### src/rtl/fetch_stage_pkg.sv
// Shared types and constants for the instruction-fetch stage.
// Entries in the output buffer pair each instruction word with its fetch PC.
package fetch_stage_pkg;

  localparam int          INSTR_W          = 32;
  localparam int          PC_W             = 32;
  localparam logic [31:0] PC_STEP          = 32'd4;
  localparam logic [31:0] DEFAULT_RESET_PC = 32'h0000_0000;

  typedef struct packed {
    logic [PC_W-1:0]    pc;
    logic [INSTR_W-1:0] instr;
  } fetch_entry_t;

  // Instructions are word aligned; low address bits of a target are dropped.
  function automatic logic [PC_W-1:0] align_pc(input logic [PC_W-1:0] addr);
    return addr & ~(PC_W'(3));
  endfunction

endpackage

### src/rtl/fetch_fifo.sv
// Small circular buffer of fetched {pc, instr} entries with a combinational head.
// clear wins over push and pop, so a flush can never be undone by a late response.
module fetch_fifo
  import fetch_stage_pkg::*;
#(
  parameter  int DEPTH = 2,
  localparam int CNT_W = $clog2(DEPTH + 1),
  localparam int PTR_W = $clog2(DEPTH)
) (
  input  logic             clk,
  input  logic             rst_n,
  input  logic             push,
  input  fetch_entry_t     push_data,
  input  logic             pop,
  input  logic             clear,
  output logic [CNT_W-1:0] count,
  output fetch_entry_t     head
);

  fetch_entry_t     mem_q [DEPTH];
  logic [PTR_W-1:0] wr_ptr_q, wr_ptr_d;
  logic [PTR_W-1:0] rd_ptr_q, rd_ptr_d;
  logic [CNT_W-1:0] count_q, count_d;
  logic             do_push;
  logic             do_pop;

  // Pointers wrap explicitly so non-power-of-two depths work.
  function automatic logic [PTR_W-1:0] ptr_inc(input logic [PTR_W-1:0] p);
    return (p == PTR_W'(DEPTH - 1)) ? '0 : p + PTR_W'(1);
  endfunction

  always_comb begin
    do_push  = push & ~clear;
    do_pop   = pop & ~clear & (count_q != '0);
    wr_ptr_d = do_push ? ptr_inc(wr_ptr_q) : wr_ptr_q;
    rd_ptr_d = do_pop ? ptr_inc(rd_ptr_q) : rd_ptr_q;
    count_d  = count_q + CNT_W'(do_push) - CNT_W'(do_pop);
    if (clear) begin
      wr_ptr_d = '0;
      rd_ptr_d = '0;
      count_d  = '0;
    end
  end

  always_ff @(posedge clk or negedge rst_n) begin
    if (!rst_n) begin
      wr_ptr_q <= '0;
      rd_ptr_q <= '0;
      count_q  <= '0;
    end else begin
      wr_ptr_q <= wr_ptr_d;
      rd_ptr_q <= rd_ptr_d;
      count_q  <= count_d;
    end
  end

  // Storage is reset so the head reads zero straight out of reset.
  always_ff @(posedge clk or negedge rst_n) begin
    if (!rst_n) begin
      for (int i = 0; i < DEPTH; i++) begin
        mem_q[i] <= '0;
      end
    end else if (do_push) begin
      mem_q[wr_ptr_q] <= push_data;
    end
  end

  assign head  = mem_q[rd_ptr_q];
  assign count = count_q;

endmodule

### src/rtl/fetch_stage.sv
// Instruction-fetch stage: owns the PC, issues 1-cycle-latency imem reads and
// buffers responses so the downstream handshake can stall without losing words.
module fetch_stage
  import fetch_stage_pkg::*;
#(
  parameter logic [31:0] RESET_PC  = DEFAULT_RESET_PC,
  parameter int          BUF_DEPTH = 2
) (
  input  logic        clk,
  input  logic        rst_n,
  output logic        imem_en,
  output logic [31:0] imem_addr,
  input  logic [31:0] imem_rdata,
  input  logic        redirect_valid,
  input  logic [31:0] redirect_pc,
  output logic        out_valid,
  input  logic        out_ready,
  output logic [31:0] out_pc,
  output logic [31:0] out_instr
);

  localparam int CNT_W = $clog2(BUF_DEPTH + 1);
  localparam int OCC_W = CNT_W + 1;

  logic [31:0]      pc_q, pc_d;
  logic [31:0]      inflight_pc_q, inflight_pc_d;
  logic             inflight_q, inflight_d;
  logic [CNT_W-1:0] fifo_count;
  fetch_entry_t     fifo_head;
  fetch_entry_t     push_entry;
  logic             pop;
  logic             push;
  logic [OCC_W-1:0] occupancy;

  assign out_valid  = (fifo_count != '0);
  assign out_pc     = fifo_head.pc;
  assign out_instr  = fifo_head.instr;
  assign imem_addr  = pc_q;
  assign push_entry = '{pc: inflight_pc_q, instr: imem_rdata};

  // Credit check counts the word still in flight and the slot freed by this
  // cycle's pop, which keeps 1 instr/cycle throughput without overflow.
  always_comb begin
    pop           = out_valid & out_ready & ~redirect_valid;
    occupancy     = OCC_W'(fifo_count) + OCC_W'(inflight_q) - OCC_W'(pop);
    imem_en       = ~redirect_valid & (occupancy < OCC_W'(BUF_DEPTH));
    push          = inflight_q & ~redirect_valid;
    pc_d          = pc_q;
    inflight_d    = inflight_q;
    inflight_pc_d = inflight_pc_q;
    if (redirect_valid) begin
      pc_d       = align_pc(redirect_pc);
      inflight_d = 1'b0;
    end else begin
      inflight_d = imem_en;
      if (imem_en) begin
        inflight_pc_d = pc_q;
        pc_d          = pc_q + PC_STEP;
      end
    end
  end

  always_ff @(posedge clk or negedge rst_n) begin
    if (!rst_n) begin
      pc_q          <= RESET_PC;
      inflight_q    <= 1'b0;
      inflight_pc_q <= '0;
    end else begin
      pc_q          <= pc_d;
      inflight_q    <= inflight_d;
      inflight_pc_q <= inflight_pc_d;
    end
  end

  fetch_fifo #(
    .DEPTH(BUF_DEPTH)
  ) u_fifo (
    .clk      (clk),
    .rst_n    (rst_n),
    .push     (push),
    .push_data(push_entry),
    .pop      (pop),
    .clear    (redirect_valid),
    .count    (fifo_count),
    .head     (fifo_head)
  );

endmodule

### config.mk
export PLATFORM = sky130hd
export DESIGN_NAME = fetch_stage
export DESIGN_NICKNAME = d
export VERILOG_FILES = /design/src/rtl/fetch_stage_pkg.sv /design/src/rtl/fetch_fifo.sv /design/src/rtl/fetch_stage.sv
export SDC_FILE = /design/constraint.sdc
export NUM_CORES = 1
export LEC_CHECK = 0
export ABC_AREA = 1
export CORE_AREA = 2 2 167 169
export CTS_BUF_LIST = sky130_fd_sc_hd__clkbuf_8 sky130_fd_sc_hd__clkbuf_16
export CTS_CLUSTER_DIAMETER = 40
export CTS_CLUSTER_SIZE = 25
export DETAILED_ROUTE_END_ITERATION = 10
export DIE_AREA = 0 0 169 171
export PLACE_DENSITY = 0.52
export SYNTH_ARGS = -nofsm -noshare
export SYNTH_HDL_FRONTEND = slang
export SYNTH_HIERARCHICAL = 1
export SYNTH_SLANG_ARGS = --single-unit
### constraint.sdc
create_clock -name clk -period 4.8 [get_ports clk]
set_input_delay 0.96 -clock clk [delete_from_list [all_inputs] [get_ports clk]]
set_output_delay 0.96 -clock clk [all_outputs]
set_load 0.03 [all_outputs]
==> flow_summary.ini <==
[worst_setup_path]
cp-start-kind = primary input
reg2reg_to = imem_addr[10]
cp_data_arrival_time_ps = 3240
crit_fanout = 4
required_ps = 3840
r2r_slack_ps = 1690
rr_worst_depth = 14
reg2reg_from = u_fifo/count[1]
worstSetupPathType = primary input to primary output
endpoint_kind = primary output

[drt]
vias_per_cell = 4.58
remaining_drc_errors = 0
first_pass_iters = 5
wire_per_inst_um = 14.1
wl_mm = 23.5
detail_route.iter0.violations = 521
postRouteAntennaNets = 0
num_vias = 7642

[timing]
fin_crit_ps = 4200
rsz0062_at_grt = false
worst_pin_slew_ps = 904
setup-tns-final_ps = 0
final.period_utilization_pct = 87.4
finalClockSkew_ps = 14.6
setup_viol = 0
drv_slew = 0
max_freq_mhz = 238
relSlewSlack_pct = 39.7
hold_viol_final = 0

[hold_path]
worstHoldStart = inflight_pc_q[15]
min_to = inflight_pc_q[15]
min_path_type = register to register
hold_depth = 2

[global_route]
grt_usage_pct = 16.7
grt_pass1_vias = 7346
grt_max_degree = 109
grt_pass1_wl_mm = 38.5
antenna_found_initial = 0
grt-ovfl-total = 0

[die]
initial_core_util_pct = 34.3
rows = 61
core_area_sq_mm = 0.0273
die_area_sq_mm = 0.0289
ios = 166
die_w_um = 169
die_y_um = 171

[clock_network]
cts_tree = built
postCtsSetupBuffers = 0
path_clk_slew_ps = 70
cts_buffer_depth = 2
clock_sinks = 193
cts_made_buffers = 17
ctsHtreeMaxLevel = 4
cts_resized = 0
cts_root_buf = clkbuf_16
postCtsHoldBufs = 0
clock_latency_ps = 420

[synth]
synth_area_leaders = dfrtp_1, nand2_1, o21ai_1, inv_1, o21ai_2
syn_area_sq_mm = 0.00938
syn_area_per_cell_sq_um = 7.98
yosysTopAreaCell = dfrtp_1
ys.flop_type = dfrtp_1
async_flop_share_pct = 100
ys_ff_latch = 193
synth_edf_count = 0
netlist.area_leader.share_pct = 51.5
yosysMostFrequentCell = nand2_1
synth_seq_area_share_pct = 51.5
synth_cell_types = 34
syn_inst = 1176
synth_commonest_cells = nand2_1, dfrtp_1, inv_1, o21ai_1, nor2_1
synth_warnings = 6

[cells_and_area]
n_antenna_cell = 0
post-route-util_pct = 43.0
area_growth_pct = 25.3
fin_nets = 1385
layout-drive-gt1-share_pct = 7.04

[run]
maxCapViolCount = 0

[power_and_ir_drop]
p_leak_nw = 5.67
peakVddDrop_mv = 0.193
powerDensity_mw_per_mm2 = 466

[placed_design]
dp_hpwl_mm = 15.7
port_buffers = 161
gp_congestion = 0.812

[status]
status = completed
-- placed cells by master, fill, tap and decap left out, drive strengths merged --
| cell type | synthesis | layout |
|---|---|---|
| dfrtp | 193 | 193 |
| clkdlybuf4s50 | 0 | 159 |
| inv | 121 | 124 |
| fa | 1 | 1 |
| o21ai | 171 | 171 |
| nand3 | 32 | 32 |
| buf | 53 | 15 |
| o211ai | 3 | 3 |
| clkinv | 0 | 1 |
| or2 | 1 | 1 |
| clkinvlp | 0 | 3 |
| nand4 | 12 | 12 |
| a31oi | 1 | 1 |
| nor2 | 59 | 59 |
| nor3 | 10 | 10 |
| conb | 1 | 4 |
| xor2 | 4 | 4 |
| xnor2 | 3 | 3 |
| bufinv | 0 | 3 |
| clkbuf | 8 | 19 |
| nand3b | 11 | 11 |
| nand2 | 480 | 480 |
| o21bai | 1 | 1 |
| a21oi | 5 | 5 |
| ha | 4 | 4 |
| o221ai | 2 | 2 |
-- cells by family after synthesis --
| family | share of synthesized area [%] |
|---|---|
| and+or+nand+nor | 26.5 |
| DFF | 51.5 |
| AOI/OAI and AO/OA | 11.1 |
| buffers and inverters | 9.48 |
| xor gates and xnor gates | 0.654 |
| adders and majority gates | 0.747 |
| other | 0.0400 |
-- per-stage QoR --
| step | std cells | power [mW] | worst slack, ps | hold WS, ps | area [sq um] |
|---|---|---|---|---|---|
| final | 1667 | 5.48 | 603 | 483 | 11800 |
| after global placement | 1639 | 4.06 | 579 | 464 | 11200 |
| after detailed placement | 1639 | 4.09 | 592 | 469 | 11200 |
| after floorplan | 1179 | 3.38 | 1090 | 449 | 9390 |
| after CTS | 1667 | 5.56 | 583 | 486 | 11800 |
| after global routing | 1667 | 5.84 | 410 | 502 | 11800 |
-- critical path, cell delays in order --
cell and delay [ps]:
clkdlybuf4s50_1 430, inv_2 110, nand2_1 50, nor2_1 190, ha_1 270, or2_2 300, fa_1 380, inv_1 60
nand2_1 40, nand2_1 80, nand3_2 70, inv_1 110, buf_4 170
-- worst max path at each step --
| stage | start | to | slack (ps) |
|---|---|---|---|
| 2_1_floorplan | redirect_valid | imem_en | 1090 |
| 3_3_place_gp | redirect_valid | imem_en | 580 |
| 3_5_place_dp | redirect_valid | imem_en | 590 |
| 4_1_cts | redirect_valid | imem_en | 580 |
| 5_1_grt | redirect_valid | imem_en | 410 |
| 6_report | redirect_valid | imem_en | 600 |
-- routing by layer --
metal,GRT usage (%),vias up,wire (um)
met5,0,-,0
met4,3.90,0,170
met3,3.31,11,1150
met2,25.6,193,10300
met1,24.5,3484,12000
li1,-,3954,-
-- cell type report --
class,count,area (sq um)
clock buffer,18,439
timing repair buffer,175,1770
sequential,193,4830
inverter,121,454
tap,346,433
fill,2816,15600
multi-input combinational,804,3690
clock inverter,10,139
-- where the power goes --
part / internal [mW] / switching, mW
clock network: 0.824 / 0.614
logic: 0.700 / 1.03
registers: 2.05 / 0.260
-- sequential cells by signal, summed over array words and instances, names as in the netlist --
signal,cells
imem_addr,30
inflight_pc_q,30
inflight_q,1
u_fifo/count,2
u_fifo/mem_q,128
u_fifo/rd_ptr_q,1
u_fifo/wr_ptr_q,1
Power figures use the tool's default switching activity.
